===== src/rtl/crypto_pkg.sv =====
// Shared crypto definitions: FSM states, LFSR step, zero-key seed.
// Used by both the stream encryptor and decryptor.
package crypto_pkg;

  typedef enum logic [1:0] {
    IDLE,
    LOAD,
    RUN
  } state_t;

  localparam logic [7:0] ZERO_SEED_DEF = 8'hA5;

  // Maximal-length taps 8,6,5,4; a nonzero state never reaches zero.
  function automatic logic [7:0] lfsr8_next(input logic [7:0] s);
    return {s[6:0], s[7] ^ s[5] ^ s[4] ^ s[3]};
  endfunction

endpackage


===== src/rtl/lfsr8.sv =====
// 8-bit keystream LFSR with synchronous load and step.
// Load has priority over step.
module lfsr8
  import crypto_pkg::*;
(
  input  logic       clock,
  input  logic       reset,
  input  logic       load,
  input  logic       step,
  input  logic [7:0] seed,
  output logic [7:0] q
);

  always_ff @(posedge clock or posedge reset) begin
    if (reset) begin
      q <= '0;
    end else if (load) begin
      q <= seed;
    end else if (step) begin
      q <= lfsr8_next(q);
    end
  end

endmodule


===== src/rtl/stream_decryptor.sv =====
// Frame-based stream decryptor: LFSR keystream seeded from the
// register file key, chained with the previous cipher byte.
module stream_decryptor
  import crypto_pkg::*;
#(
  parameter logic [2:0] KEY_ADDR  = 3'd5,
  parameter int         FRAME_LEN = 4,
  parameter logic [7:0] ZERO_SEED = ZERO_SEED_DEF
) (
  input  logic       clock,
  input  logic       reset,
  input  logic       start,
  output logic [2:0] rf_a1,
  input  logic [7:0] rf_rd1,
  input  logic       in_valid,
  input  logic [7:0] in_data,
  output logic       in_ready,
  output logic       out_valid,
  output logic [7:0] out_data,
  input  logic       out_ready,
  output logic       busy,
  output logic       done,
  output logic [7:0] byte_cnt
);

  state_t     state;
  state_t     state_nxt;
  logic [7:0] ks;
  logic [7:0] prev_c;
  logic [7:0] seed;
  logic       accept;
  logic       last;
  logic       load;

  assign rf_a1    = KEY_ADDR;
  assign busy     = (state != IDLE);
  assign load     = (state == LOAD);
  assign in_ready = (state == RUN) && (!out_valid || out_ready);
  assign accept   = in_valid && in_ready;
  assign last     = accept && (byte_cnt == 8'(FRAME_LEN - 1));
  assign seed     = (rf_rd1 == 8'h00) ? ZERO_SEED : rf_rd1;

  always_ff @(posedge clock or posedge reset) begin
    if (reset) state <= IDLE;
    else       state <= state_nxt;
  end

  always_comb begin
    state_nxt = state;
    unique case (state)
      IDLE:    if (start) state_nxt = LOAD;
      LOAD:    state_nxt = RUN;
      RUN:     if (last) state_nxt = IDLE;
      default: state_nxt = IDLE;
    endcase
  end

  lfsr8 u_lfsr (
    .clock (clock),
    .reset (reset),
    .load  (load),
    .step  (accept),
    .seed  (seed),
    .q     (ks)
  );

  // Single output register; a new accept overwrites it while draining.
  always_ff @(posedge clock or posedge reset) begin
    if (reset) begin
      out_valid <= 1'b0;
      out_data  <= '0;
      prev_c    <= '0;
      byte_cnt  <= '0;
      done      <= 1'b0;
    end else begin
      done <= last;
      if (load) begin
        prev_c   <= '0;
        byte_cnt <= '0;
      end
      if (accept) begin
        out_data  <= in_data ^ ks ^ prev_c;
        out_valid <= 1'b1;
        prev_c    <= in_data;
        byte_cnt  <= byte_cnt + 8'd1;
      end else if (out_ready) begin
        out_valid <= 1'b0;
      end
    end
  end

endmodule

===== config.mk =====
export PLATFORM = sky130hd
export DESIGN_NAME = stream_decryptor
export DESIGN_NICKNAME = d
export VERILOG_FILES = /design/src/rtl/crypto_pkg.sv /design/src/rtl/lfsr8.sv /design/src/rtl/stream_decryptor.sv
export SDC_FILE = /design/constraint.sdc
export NUM_CORES = 1
export LEC_CHECK = 0
export ABC_AREA = 1
export ABC_CLOCK_PERIOD_IN_PS = 1680
export CAP_MARGIN = 25
export CORE_ASPECT_RATIO = 0.75
export CORE_UTILIZATION = 45
export CTS_CLUSTER_DIAMETER = 200
export CTS_CLUSTER_SIZE = 14
export DETAILED_ROUTE_END_ITERATION = 10
export PLACE_DENSITY = 0.73
export SLEW_MARGIN = 10
export SYNTH_ARGS = -nofsm -noshare
export SYNTH_HDL_FRONTEND = slang
export SYNTH_SLANG_ARGS = --single-unit

===== constraint.sdc =====
create_clock -name clock -period 1.68 [get_ports clock]
set_input_delay 0.168 -clock clock [delete_from_list [all_inputs] [get_ports clock]]
set_output_delay 0.168 -clock clock [all_outputs]
set_load 0.05 [all_outputs]

==> results of run 1 <==
power by group through the flow:
stage	clock network, mW	logic, mW	registers [mW]
4_1_cts	0.648	2.19	1.47
5_1_grt	0.693	2.42	1.52
3_3_place_gp	0	2.15	1.48
2_1_floorplan	0	1.17	1.88
6_report	0.635	2.17	1.47
3_5_place_dp	0	2.18	1.49
worst min-delay path: cells and delay by family:
family	cells	cell delay [ps]
buffers and inverters	3	820
metrics by stage:
stage	hold WS, ps	setup slack, ps	cells	util [%]
after floorplan	274.2	140.4	257	-
after global placement	462.1	107.9	348	57.61
after detailed placement	465.5	91.31	348	57.61
after CTS	300.1	59.08	356	59.88
after global routing	341.4	11.51	356	59.88
final	280.0	76.99	356	59.88
cells in the final DEF (no fill, tap or decap), types with 2 or more instances in the layout:
master / instances
nand2_1: 101
dfrtp_1: 36
inv_1: 26
clkdlybuf4s50_1: 26
nor2_1: 18
nand3_1: 18
buf_4: 18
o21ai_0: 17
xnor2_1: 9
xor2_1: 7
clkbuf_8: 6
inv_2: 4
conb_1: 3
nor2_2: 2
clkinv_2: 2
buf_12: 2
sequential cells by signal, summed over array words and instances, names as in the netlist:
name       cells
byte_cnt       8
done           1
out_data       8
out_valid      1
prev_c         8
state          2
u_lfsr.q       8
kinds of logic (layout without fill, tap and decap cells):
| group | Yosys count | count (layout) |
|---|---|---|
| xor+xnor | 16 | 16 |
| flops | 36 | 36 |
| buf+inv | 40 | 84 |
| simple gates | 143 | 143 |
| other cells | 2 | 3 |
| compound gates | 18 | 18 |
| fa+ha+maj | 1 | 1 |
final timing paths:
path,cells after the start,end,slack (ps),startpoint
setup / recovery,1,out_data[0],80,out_data[0]$_DFFE_PP0P_
hold / removal,3,prev_c[1]$_DFFE_PP0P_,280,reset
setup reg to reg,6,byte_cnt[4]$_DFFE_PP0P_,300,state[0]$_DFFE_PP0P_
hold reg to reg,2,out_data[2]$_DFFE_PP0P_,480,out_data[2]$_DFFE_PP0P_
max in group asynchronous,3,prev_c[4]$_DFFE_PP0P_,1070,reset
min in group clock,3,state[0]$_DFFE_PP0P_,420,start
metal layers:
layer / global-route usage, % / up-vias / wire length (um)
met2: 29.84 / 43 / 1631
met3: 5.426 / 5 / 206
met5: 0 / - / 0
met1: 29.41 / 736 / 2087
li1: - / 857 / -
met4: 7.547 / 0 / 53
area by class of cell:
class	count	area, um^2	area share, %
clock buffer	6	82.58	3.381
clock inverter	2	10.01	0.4098
inverter	30	112.6	4.611
multi-input combinational	181	832.0	34.07
sequential	36	900.9	36.89
tap	55	68.82	2.818
timing repair buffer	46	435.4	17.83
==> key figures, run 1 <==
Outcome
  • Status: completed

Yosys
  • Complex-gate fraction of the synthesized area: 4.753%
  • Post-Synth XOR/XNOR Area: 7.292%
  • Seq/Total Area, Yosys: 46.88%
  • Most common cell in the netlist: nand2_1
  • Mapped cell area: 1922 um^2
  • Top cell type's share of synthesized area: 46.88%
  • Distinct cells, synth: 21
  • Multiplexer share of the synthesized area: 0%
  • Area contributors post-synth: dfrtp_1 47%, nand2_1 20%, inv_1 5.1%
  • Mapped Avg Cell Area: 7.507 um^2
  • Post-Synthesis Cells: 256
  • Adder-Cell Fraction of Synth Area: 0.6510%
  • Simple-gate share of the synthesized area: 30.01%
  • Synth warn: 0
  • Top post-synthesis cells by count: 101 x nand2_1, 36 x dfrtp_1, 26 x inv_1, 18 x nand3_1, 18 x nor2_1
  • Ys async rst share: 100.0%
  • Post-synth EDFFs: 0
  • Largest family of logic cells by synthesized area: simple AND/OR/NAND/NOR gates
  • Most used DFF post-synth: dfrtp_1
  • Number of synthesized register bits: 36
  • Post-synth top area cell: dfrtp_1

Clocking
  • H-tree Lvls: 2
  • Root Driver: clkbuf_8
  • Setup bufs post-CTS: 0
  • CTS resizes: 0
  • CTS tree: done
  • Skew-Pair Late Insertion Delay: 280 ps
  • Num Clock Sinks: 36
  • Clk buf depth: 2
  • CTS Buf Count: 5
  • Clock Pin Slew Worst Setup and Hold Paths: 70 ps
  • Hold-fix buffers at CTS: 0

Routing
  • Vias/cell: 4.610
  • DR pass1 iterations: 4
  • Avg WL per Cell: 11.17 um
  • DRC Markers: 0
  • Via count: 1641
  • Routed wire length: 3978 um
  • Iteration-0 DRC Markers: 60
  • Detail Route Antenna Nets: 0

Layout
  • Fraction of layout cells with a size suffix above 1: 11.96%
  • Filler cells: 381
  • Fin area: 2442 um^2
  • Area grow syn2layout: 27.08%
  • Inserted Diodes: 0
  • Nets: 322

Pwr
  • Net Switching: 1.959 mW
  • P_int: 2.320 mW
  • Total power: 4.279 mW
  • Pwr/cell area: 1752 nW/um^2
  • Sw Ratio: 45.78%
  • Clock power frac: 14.8%
  • Leak Pwr: 1.259 nW
  • Comb pwr share: 50.7%
  • Sequential cell fraction of total power: 34.4%
  • VDD IR-drop max: 722.1 uV

Floorplanning
  • Starting Density: 47.12%
  • Area of the core: 4079 um^2
  • Top Ports: 44
  • Die footprint: 4539 um^2
  • Die height: 58.60 um
  • Die X: 77.46 um
  • Row cnt: 20

Global routing
  • First-pass GRT wire length: 7107 um
  • Antenna violations before repair: 0
  • Largest net degree at the start of global routing: 37
  • Vias in the first global route: 1550
  • Global route total overflow: 0
  • GRT Overall Usage: 20.48%

Worst setup path
  • Arrival @ worst endpoint: 1440 ps
  • CP Buf/Inv Count: 1
  • CP cell instances: clkdlybuf4s50_1
  • CP required: 1510 ps
  • CP peak stage delay: 800 ps
  • Delay-heaviest family, CP: buffers and inverters
  • Worst-path maximum fanout: 2
  • Startpoint types: flop
  • Crit path kind: reg2out
  • Critical path's slowest cell: clkdlybuf4s50_1
  • Crit end category: output port

Job
  • Max-Cap Viols: 0

Timing
  • Slew @ Worst Pin: 509.0 ps
  • Fin crit period: 1603 ps
  • Final setup vio count: 0
  • RSZ-0062 raised after global routing: false
  • Final Skew: 1.549 ps
  • F_max: 623.8 MHz
  • Slew headroom: 65.96%
  • Fin crit share: 95.42%
  • Hold Vio Cnt, Final: 0
  • Setup TNS: 0 ps
  • Slew Limit Fails: 0

Placement
  • Post-DP HPWL: 2916 um
  • Placed Area: 2350 um^2
  • I/O Buffers: 40
  • RePlAce Congestion: 0.7959

Worst hold path
  • Hold Crit Class: in2async
No activity file was read; power rests on OpenSTA's default activity.
==> run 2, diff against run 1 <==
--- a/config.mk
+++ b/config.mk
@@ -13,6 +13,7 @@
 export CTS_CLUSTER_DIAMETER = 200
 export CTS_CLUSTER_SIZE = 14
 export DETAILED_ROUTE_END_ITERATION = 10
+export GPL_TIMING_DRIVEN = 0
 export PLACE_DENSITY = 0.73
 export SLEW_MARGIN = 10
 export SYNTH_ARGS = -nofsm -noshare
==> run 2 against run 1 <==
Compared with the run above:
- clock skew is 5.5 ps higher
- worst setup slack worse by 16 ps
- via count is 4.3% higher
- non-clock buffer count is 4 higher
- first-iteration DRC count is 58% higher
- sequential share of layout area is 0.76 points lower
- clock-buffer cell count is 1 lower
- total power is 3.1% higher
- cell count is 1.1% higher
- combinational power hardly changed
- register-to-register slack worse by 20 ps
- sequential power hardly changed
- largest cell class unchanged
- largest power group unchanged
==> key figures, run 2 (synthesized netlist as in run 1, its figures left out) <==
Outcome
  • Status: completed

Worst setup path
  • Critical path's slowest cell: clkdlybuf4s50_1
  • Arrival @ worst endpoint: 1450 ps
  • CP peak stage delay: 800 ps
  • Worst-path maximum fanout: 2
  • Crit path kind: reg2out
  • CP cell instances: clkdlybuf4s50_1
  • CP required: 1510 ps
  • Delay-heaviest family, CP: buffers and inverters
  • Startpoint types: flop
  • Crit end category: output port
  • CP Buf/Inv Count: 1
  • Worst reg2reg setup slack: 280 ps

Timing
  • Slew headroom: 50.32%
  • F_max: 617.7 MHz
  • Slew Limit Fails: 0
  • Final setup vio count: 0
  • RSZ-0062 raised after global routing: false
  • Fin crit period: 1619 ps
  • Final Skew: 7.052 ps
  • Hold Vio Cnt, Final: 0
  • Slew @ Worst Pin: 744.2 ps
  • Fin crit share: 96.37%
  • Final worst slack: 61.01 ps

Global routing
  • Vias in the first global route: 1711
  • Largest net degree at the start of global routing: 37
  • Antenna violations before repair: 0
  • First-pass GRT wire length: 7562 um
  • GRT Overall Usage: 22.08%
  • Global route total overflow: 0

Layout
  • Fraction of layout cells with a size suffix above 1: 8.852%
  • Commonest non-fill, non-tap cell in the layout: nand2_1
  • Sequential cell area: 900.9 um^2
  • Most frequent cells in the layout: 101 x nand2_1, 36 x dfrtp_1, 30 x clkdlybuf4s50_1
  • Area taken by multi-input logic gates: 832.0 um^2
  • Filler cells: 389
  • Nets: 326
  • Inserted Diodes: 0
  • Area grow syn2layout: 29.75%
  • Fin area: 2494 um^2

Pwr
  • Pwr/cell area: 1769 nW/um^2
  • Total power: 4.412 mW
  • VDD IR-drop max: 698.6 uV
  • Leak Pwr: 1.300 nW

Clocking
  • Setup bufs post-CTS: 0
  • Clk buf depth: 2
  • Root Driver: clkbuf_8
  • H-tree Lvls: 2
  • Hold-fix buffers at CTS: 0
  • Num Clock Sinks: 36
  • Skew-Pair Late Insertion Delay: 300 ps
  • Clock Pin Slew Worst Setup and Hold Paths: 80 ps
  • CTS Buf Count: 5
  • CTS tree: done

Worst hold path
  • Hold Crit Class: in2async

Routing
  • Avg WL per Cell: 11.61 um
  • DRC Markers: 0
  • Vias/cell: 4.753
  • Routed wire length: 4181 um
  • DR pass1 iterations: 4
  • Iteration-0 DRC Markers: 95
  • Via count: 1711
  • Detail Route Antenna Nets: 0

Placement
  • Placed Area: 2395 um^2
  • I/O Buffers: 40
  • Post-DP HPWL: 3025 um
  • Pre-CTS setup slack: -177.8 ps
  • RePlAce Congestion: 0.7910

Floorplanning
  • Die footprint: 4539 um^2
  • Top Ports: 44
  • Row cnt: 20
  • Starting Density: 47.12%
  • Area of the core: 4079 um^2
  • Die height: 58.60 um
  • Die X: 77.46 um

Job
  • Max-Cap Viols: 0
run 2: cell types whose count changed in the layout (fill, tap and decap cells not counted), moves of 2 or more:
cell,delta
clkdlybuf4s50_1,+4
buf_12,-2
dlygate4sd2_1,+8
buf_4,-13
buf_6,+3
run 2: layout make-up:
| class | count | share of cell area [%] |
|---|---|---|
| buffer | 10 | 3.211 |
| tap | 55 | 2.760 |
| clock buffer | 5 | 2.760 |
| multi-input combinational | 181 | 33.37 |
| timing repair buffer | 40 | 15.55 |
| sequential | 36 | 36.13 |
| inverter | 30 | 4.516 |
| clock inverter | 3 | 1.706 |
run 2: final timing paths:
check                                           to  cells past startpoint                    start
setup / recovery                       out_data[2]                      1  out_data[2]$_DFFE_PP0P_
hold / removal               prev_c[1]$_DFFE_PP0P_                      2                    reset
setup reg to reg           u_lfsr.q[3]$_DFFE_PP0P_                      7     state[0]$_DFFE_PP0P_
hold reg to reg            out_data[4]$_DFFE_PP0P_                      2  out_data[4]$_DFFE_PP0P_
max in group asynchronous  u_lfsr.q[7]$_DFFE_PP0P_                      2                    reset
min in group clock            state[0]$_DFFE_PP0P_                      3                    start
run 2: power by group:
group,internal [mW],switching (mW)
clock,0.439,0.333
combinational,0.766,1.41
sequential,1.20,0.264
run 2: stage by stage:
step	std cells	utilization (%)	hold slack, ps	TNS [ps]
floorplan	257	-	274.2	0
global placement	352	58.71	462.6	-5205
detailed placement	352	58.71	465.1	-177.8
CTS	360	61.20	355.1	0
global route	360	61.14	397.9	0
finish	360	61.14	317.8	0
run 2: per-layer routing:
layer  track usage [%]  wire length [um]  vias to the layer above
li1                  -                 -                      872
met2             35.02              1743                       49
met4             9.704                77                        0
met3             4.806               218                        8
met1             29.54              2141                      782
met5                 0                 0                        -
run 2: what timing repair did:
| action | CTS | global route |
|---|---|---|
| pin swaps | 0 | 0 |
| setup endpoints to repair | 9 | 2 |
| resized for setup | 10 | 2 |
==> run 3, diff against run 2 <==
--- a/config.mk
+++ b/config.mk
@@ -13,7 +13,6 @@
 export CTS_CLUSTER_DIAMETER = 200
 export CTS_CLUSTER_SIZE = 14
 export DETAILED_ROUTE_END_ITERATION = 10
-export GPL_TIMING_DRIVEN = 0
 export PLACE_DENSITY = 0.73
 export SLEW_MARGIN = 10
 export SYNTH_ARGS = -nofsm -noshare
==> results of run 3 <==
Final layout, timing and power as in run 1 (identical DEF).
